**src/rtl/rx.sv**
```systemverilog
// UART-style serial receiver: 1 start, 8 data (LSB first), 1 parity, 1 stop bit.
// A completed frame is held on Dout/parityErr/frameErr with Receive high until ReceiveAck.
module rx #(
   parameter int CLK_FREQUENCY = 100_000_000,
   parameter int BAUD_RATE     = 19_200,
   parameter int PARITY        = 1
) (
   input  logic       clk,
   input  logic       Reset,
   input  logic       Sin,
   input  logic       ReceiveAck,
   output logic       Receive,
   output logic [7:0] Dout,
   output logic       parityErr,
   output logic       frameErr
);

   localparam int BIT_CYCLES  = CLK_FREQUENCY / BAUD_RATE;
   localparam int HALF_CYCLES = BIT_CYCLES / 2;
   localparam int TIMER_W     = (BIT_CYCLES > 2) ? $clog2(BIT_CYCLES) : 1;
   localparam logic [TIMER_W-1:0] BIT_LAST  = TIMER_W'(BIT_CYCLES - 1);
   localparam logic [TIMER_W-1:0] HALF_LAST = TIMER_W'(HALF_CYCLES - 1);

   typedef enum logic [2:0] {
      IDLE,
      START,
      DATA,
      PARITY_BIT,
      STOP,
      ACK
   } state_t;

   state_t             state;
   state_t             state_next;
   logic [TIMER_W-1:0] timer;
   logic [2:0]         bit_cnt;
   logic [7:0]         shift_reg;
   logic               parity_bit;
   logic               sin_meta;
   logic               sin_sync;
   logic               bit_done;
   logic               parity_sum;
   logic               parity_bad;

   assign bit_done   = (timer == BIT_LAST);
   assign parity_sum = (^shift_reg) ^ parity_bit;
   // Odd parity expects the nine bits to XOR to 1, even parity to 0.
   assign parity_bad = (PARITY != 0) ? ~parity_sum : parity_sum;

   always_ff @(posedge clk or posedge Reset) begin
      if (Reset) begin
         sin_meta <= 1'b1;
         sin_sync <= 1'b1;
      end else begin
         sin_meta <= Sin;
         sin_sync <= sin_meta;
      end
   end

   always_ff @(posedge clk or posedge Reset) begin
      if (Reset) begin
         state <= IDLE;
      end else begin
         state <= state_next;
      end
   end

   always_comb begin
      state_next = state;
      case (state)
         IDLE: begin
            if (!sin_sync) state_next = START;
         end
         START: begin
            // Re-check the line at mid start bit so short glitches are rejected.
            if (timer == HALF_LAST) state_next = sin_sync ? IDLE : DATA;
         end
         DATA: begin
            if (bit_done && bit_cnt == 3'd7) state_next = PARITY_BIT;
         end
         PARITY_BIT: begin
            if (bit_done) state_next = STOP;
         end
         STOP: begin
            if (bit_done) state_next = ACK;
         end
         ACK: begin
            if (ReceiveAck) state_next = IDLE;
         end
         default: state_next = IDLE;
      endcase
   end

   // Timer restarts on every state change and on each full bit period while sampling.
   always_ff @(posedge clk or posedge Reset) begin
      if (Reset) begin
         timer <= '0;
      end else if (state_next != state || bit_done || state == IDLE || state == ACK) begin
         timer <= '0;
      end else begin
         timer <= timer + 1'b1;
      end
   end

   always_ff @(posedge clk or posedge Reset) begin
      if (Reset) begin
         bit_cnt    <= 3'd0;
         shift_reg  <= 8'h00;
         parity_bit <= 1'b0;
      end else begin
         case (state)
            IDLE: begin
               bit_cnt <= 3'd0;
            end
            DATA: begin
               if (bit_done) begin
                  shift_reg <= {sin_sync, shift_reg[7:1]};
                  bit_cnt   <= bit_cnt + 3'd1;
               end
            end
            PARITY_BIT: begin
               if (bit_done) parity_bit <= sin_sync;
            end
            default: begin
            end
         endcase
      end
   end

   always_ff @(posedge clk or posedge Reset) begin
      if (Reset) begin
         Receive   <= 1'b0;
         Dout      <= 8'h00;
         parityErr <= 1'b0;
         frameErr  <= 1'b0;
      end else begin
         Receive <= (state_next == ACK);
         if (state == STOP && bit_done) begin
            Dout      <= shift_reg;
            parityErr <= parity_bad;
            frameErr  <= ~sin_sync;
         end
      end
   end

endmodule
```
**config.mk**
```make
export PLATFORM = sky130hd
export DESIGN_NAME = rx
export DESIGN_NICKNAME = d
export VERILOG_FILES = /design/src/rtl/rx.sv
export SDC_FILE = /design/constraint.sdc
export NUM_CORES = 1
export LEC_CHECK = 0
export BUFFER_PORTS_ARGS = -buffer_cell sky130_fd_sc_hd__buf_2
export CAP_MARGIN = 20
export CORE_MARGIN = 2
export CORE_UTILIZATION = 53
export CTS_CLUSTER_SIZE = 8
export DETAILED_ROUTE_END_ITERATION = 8
export GPL_ROUTABILITY_DRIVEN = 0
export HOLD_SLACK_MARGIN = 0.12
export PLACE_DENSITY_LB_ADDON = 0.2
export SLEW_MARGIN = 25
export SYNTH_ARGS = -nofsm -noshare
export SYNTH_HDL_FRONTEND = slang
export SYNTH_SLANG_ARGS = --single-unit
```
**constraint.sdc**
```tcl
create_clock -name clk -period 2.2 [get_ports clk]
set_input_delay 0.33 -clock clk [delete_from_list [all_inputs] [get_ports clk]]
set_output_delay 0.33 -clock clk [all_outputs]
set_load 0.01 [all_outputs]
```
### Word level (Yosys, flattened, before mapping)

Index checks and enable logic that the tools add are counted.

* add/subtract/negate cells: 2
* muxes and demuxes: 11
* bitwise operators: 3
* equality and inequality tests: 11
* reductions and logical operators: 11

Operators by type and width (number)
* 3-bit 2-to-1 mux: 7
* 3-bit case mux with 6 select lines: 1
* 13-bit by 1-bit adder with 13-bit output (second input constant): 1
* 13-bit by 12-bit equality test with 1-bit output (second input constant): 1
* 13-bit equality test (second input constant): 1
* 13-bit 2-to-1 mux: 1
* 3-bit equality test (second input constant): 4
* 8-bit XOR reduction: 1
* 3-bit by 2-bit equality test with 1-bit output (second input constant): 2
* 3-bit case mux with 2 select lines: 1
* 2-bit AND reduction: 3
* 3-bit by 1-bit adder with 3-bit output (second input constant): 1
* 3-bit by 1-bit equality test with 1-bit output (second input constant): 1
* 3-bit zero test: 1
* 1-bit logical OR: 3
* 3-bit inequality test: 1
* 1-bit logical AND: 2
* 2-bit 2-to-1 mux: 1
* 2-bit inequality test (second input constant): 1
* 1-bit inverter: 2
* 2-bit nonzero test: 1
* 1-bit bitwise XOR: 1

* logic and storage cells: 49
* input bits: 4
* output and inout port bits: 11
* flip-flop bits (word level): 41

### Logic depth before layout (Yosys ltp)

* depth in word-level cells: 9
* mapped depth: 8

### Worst setup path after synthesis

OpenSTA, ideal clock, no wires.

* path kind: register to register
* start point: register timer[3]
* end point: register shift_reg[0]
* arrival: 2.102 ns
* cell stages (with the launch flop): 6
* path buffers: 1
* required time: 2.075 ns
* setup slack: -0.027 ns
* setup time: 0.125 ns
* path through: dfrtp_1 -> or4b_4 -> or3_1 -> buf_2 -> nor3_4 -> mux2_2

* cells in the longest elaborated chain, start to end: 2

Ends and longest elaborated chain
* start, declared: RTL line 35 `logic [TIMER_W-1:0] timer;`
* start signal, assigned: RTL line 101 `timer <= timer + 1'b1;`
* 13-bit equality test: RTL line 45 `assign bit_done = (timer == BIT_LAST);`
* 2-bit AND reduction (no line)
* end signal, assigned: RTL line 117 `shift_reg <= {sin_sync, shift_reg[7:1]};`
* end, declared: RTL line 37 `logic [7:0] shift_reg;`

No other way between the ends.
A chain may end at the register's enable or synchronous reset.

### Worst setup path in the final report

* start point: register state[1]
* end point: register timer[6]

* cells in the longest elaborated chain, start to end: 7

Ends and longest elaborated chain
* start, declared: RTL line 33 `state_t state;`
* start signal, assigned: RTL line 64 `state <= state_next;`
* 3-bit equality test, or another cell as far along: RTL line 70, 98
* 3-bit case mux with 6 select lines: RTL line 70 `case (state)`
* 3-bit inequality test: RTL line 98 `end else if (state_next != state || bit_done || state == IDLE || state == ACK) begin`
* 1-bit logical OR (2 in series): RTL line 98
* 1-bit logical OR (*): RTL line 98
* 13-bit 2-to-1 mux (*): RTL line 98

Every way passes the cells marked *; elsewhere a longest branch is shown, timed or not.

==> reports/results.ini <==
[setup_path]
worstSetupEndpointType=flop
startpoint_type=flop
slowest_stage=or4_4
critPathMaxFanout=9
crit_chain=or3b_2 -> or4_4 -> o311a_1 -> a21o_1 -> buf_12 -> a21oi_2
slowest_delay_ns=0.55
arrival_ns=2.36
required_ns=2.41
crit_type=flop to flop

[logic_synthesis]
syn-instance-count=177
synthesis.nets=184
ys_seq_area_frac=0.504
synth-seq-cells=41
synth_largest_area_cell=dfrtp_1
syn-cell-area_um2=2040
yosys_warnings=0
synthDistinctLibCells=41
synth.top_cells.by_area=dfrtp_1 (48%), mux2_2 (9.4%), xnor2_1 (5.2%)
avgSynthCellArea_um2=11.5
synth_top_area_frac=0.479

[sta]
rsz0062_at_grt=yes
worst_pin_slew_ns=0.497
setup_viol=0
maxSlewViolCount=0
clock_skew_ns=0.0105
fin_hold_ws_ns=0.139
min_period_ns=2.15
relSlewSlack=0.668
fmaxAchievable_ghz=0.465
hold_violations=0
min_period_over_period=0.977

[final_layout]
n_antenna_cell=0
area_delta_synth_final_pct=19.8
final_core_util=0.662
drive_above_1_share=0.373
final_net_count=218
largest_reg_flops=13

[status]
status=complete, no violations

[drt]
viasPerCell=5.40
wl_per_cell_um=14.2
drc=0
vias=1403
wl_um=3690
drtIter0Drc=113
antenna_left=0
first_pass_iters=4

[clock_network]
postCtsHoldBufs=0
cts_tree=yes
cts_buffer_depth=2
clock_latency_ns=0.29
clk_pin_slew_ns=0.07
htree_levels=2
clock_sinks=41
clock-root-buffer=clkbuf_8
cts_setup_buffers=0
cts_buffers=5

[power]
powerDensity_nw_per_um2=734
comb_power_share=0.269
p_sw_frac=0.298
p_switching_mw=0.535
clock_power_share=0.262
p_leak_nw=1.16
internal_power_mw=1.26
power_frac_seq=0.469
vdd_drop_max_uv=700

[hold_path]
min_path_type=input pin to flop

[global_routing]
grt_overflow_total=0
grt_pass1_wl_um=6440
grt_pass1_vias=1414
grt_max_degree=42
grt_usage=0.196
antenna_found_initial=0

[die]
ios=15
die_w_um=66.0
initial_core_util=0.553
core_area_um2=3690
die_h_um=66.0
dieArea_um2=4360
num_rows=22

[placed_design]
numPortBuffers=14
place_hpwl_um=2670

[job]
drv_cap=0

-- layout make-up --
type | instances | area [um^2]
Fill cell | 288 | 1240
Clock inverter | 1 | 8.76
Tap cell | 48 | 60.1
Timing Repair Buffer | 34 | 258
Multi-Input combinational cell | 125 | 997
Inverter | 4 | 15.0
Sequential cell | 41 | 1030
Clock buffer | 7 | 76.3
-- logic make-up (layout without fill, tap and decap cells) --
logic type      Yosys count  after routing  share of synthesized area
compound gates           28             28                     0.0969
fa+ha+maj                 3              3                     0.0184
simple gates             56             56                      0.169
buf+inv                  11             46                     0.0264
xor+xnor                 19             19                     0.0816
flops                    41             41                      0.504
mux                      19             19                      0.104
-- final timing paths --
check / from / to / slack, ns / cells past startpoint
setup / recovery: state[1] / timer[6] / 0.05 / 6
hold / removal: Sin / sin_meta / 0.14 / 1
setup reg to reg: state[1] / timer[6] / 0.05 / 6
hold reg to reg: sin_meta / sin_sync / 0.36 / 0
max in group asynchronous: Reset / sin_meta / 1.68 / 3
min in group asynchronous: Reset / timer[1] / 0.17 / 3
-- per-stage QoR --
stage / TNS (ns) / setup slack (ns) / area [um^2] / cells / power, mW
after global placement: -0.0379 / -0.0208 / 2320 / 252 / 1.30
after global routing: -0.0331 / -0.0153 / 2440 / 260 / 1.89
final: 0 / 0.0515 / 2440 / 260 / 1.79
after floorplan: -0.162 / -0.0203 / 2040 / 177 / 1.14
after CTS: 0 / 0.00635 / 2410 / 260 / 1.79
after detailed placement: -0.190 / -0.0952 / 2320 / 252 / 1.31
-- per-layer routing --
layer / GRT usage / wire [um] / up-vias
met5: 0 / 0 / -
met4: 0.0765 / 46 / 0
met3: 0.0528 / 152 / 6
met2: 0.308 / 1800 / 29
met1: 0.259 / 1690 / 673
li1: - / - / 695
-- power groups by stage --
stage	logic [mW]	clock network, mW	registers [mW]
2_1_floorplan	0.285	0	0.852
3_3_place_gp	0.452	0	0.844
3_5_place_dp	0.466	0	0.847
4_1_cts	0.475	0.484	0.833
5_1_grt	0.535	0.510	0.849
6_report	0.483	0.469	0.842
-- cell usage after synthesis --
| cell type | count |
|---|---|
| nor4_1 | 1 |
| and3b_1 | 1 |
| or3b_2 | 1 |
| nor3b_1 | 1 |
| or4b_4 | 1 |
| nand2_1 | 15 |
| dfstp_2 | 2 |
| dfrtp_1 | 39 |
| a21o_1 | 2 |
| a22o_1 | 2 |
| xnor2_1 | 12 |
| buf_6 | 1 |
| a21boi_2 | 1 |
| nand2b_1 | 3 |
| nand4b_1 | 2 |
| nand3_1 | 6 |
| mux2_2 | 17 |
| ha_1 | 3 |
| nand4bb_1 | 2 |
| or4_1 | 1 |
| nor4b_1 | 1 |
| nor2b_1 | 1 |
| or3_1 | 3 |
| buf_2 | 4 |
| a21oi_1 | 7 |
| clkbuf_1 | 2 |
| and4_1 | 1 |
| or2_2 | 2 |
| o311a_1 | 1 |
| nor3_4 | 1 |
| mux2i_1 | 2 |
| o22ai_1 | 1 |
| o21bai_1 | 1 |
| inv_1 | 4 |
| a21oi_2 | 8 |
| xor2_1 | 7 |
| or4b_2 | 1 |
| o21ai_0 | 5 |
| or4bb_1 | 2 |
| nor2_1 | 6 |
| nor3_1 | 4 |
-- timing repair --
item	CTS	global route
resized for setup	2	6
endpoints found under the setup margin	20	10
pin swaps	1	1
-- layout by cell type (no fill, tap or decap), types with 2 or more instances in the layout --
cell type,count
nor2_1,6
a21oi_1,7
a22o_1,2
or3_1,2
nand3_1,6
buf_2,14
nand2b_1,3
a21oi_2,8
a21o_1,2
nand4bb_1,2
nand4b_1,2
ha_1,2
clkbuf_8,5
dfrtp_1,39
nor3_1,4
xnor2_1,12
buf_4,17
buf_12,3
clkbuf_1,2
or2_2,2
nand2_1,15
dfstp_2,2
inv_1,4
xor2_1,7
mux2i_1,2
o21ai_0,4
mux2_2,17
-- worst max-delay path, delay by kind of cell, from the launching register on --
| family | cells | cell delay (ns) |
|---|---|---|
| flip-flops | 1 | 0.38 |
| AO/OA/AOI/OAI | 3 | 0.52 |
| buffers and inverters | 1 | 0.16 |
| AND/OR/NAND/NOR | 2 | 1.03 |
Power figures use the tool's default switching activity.
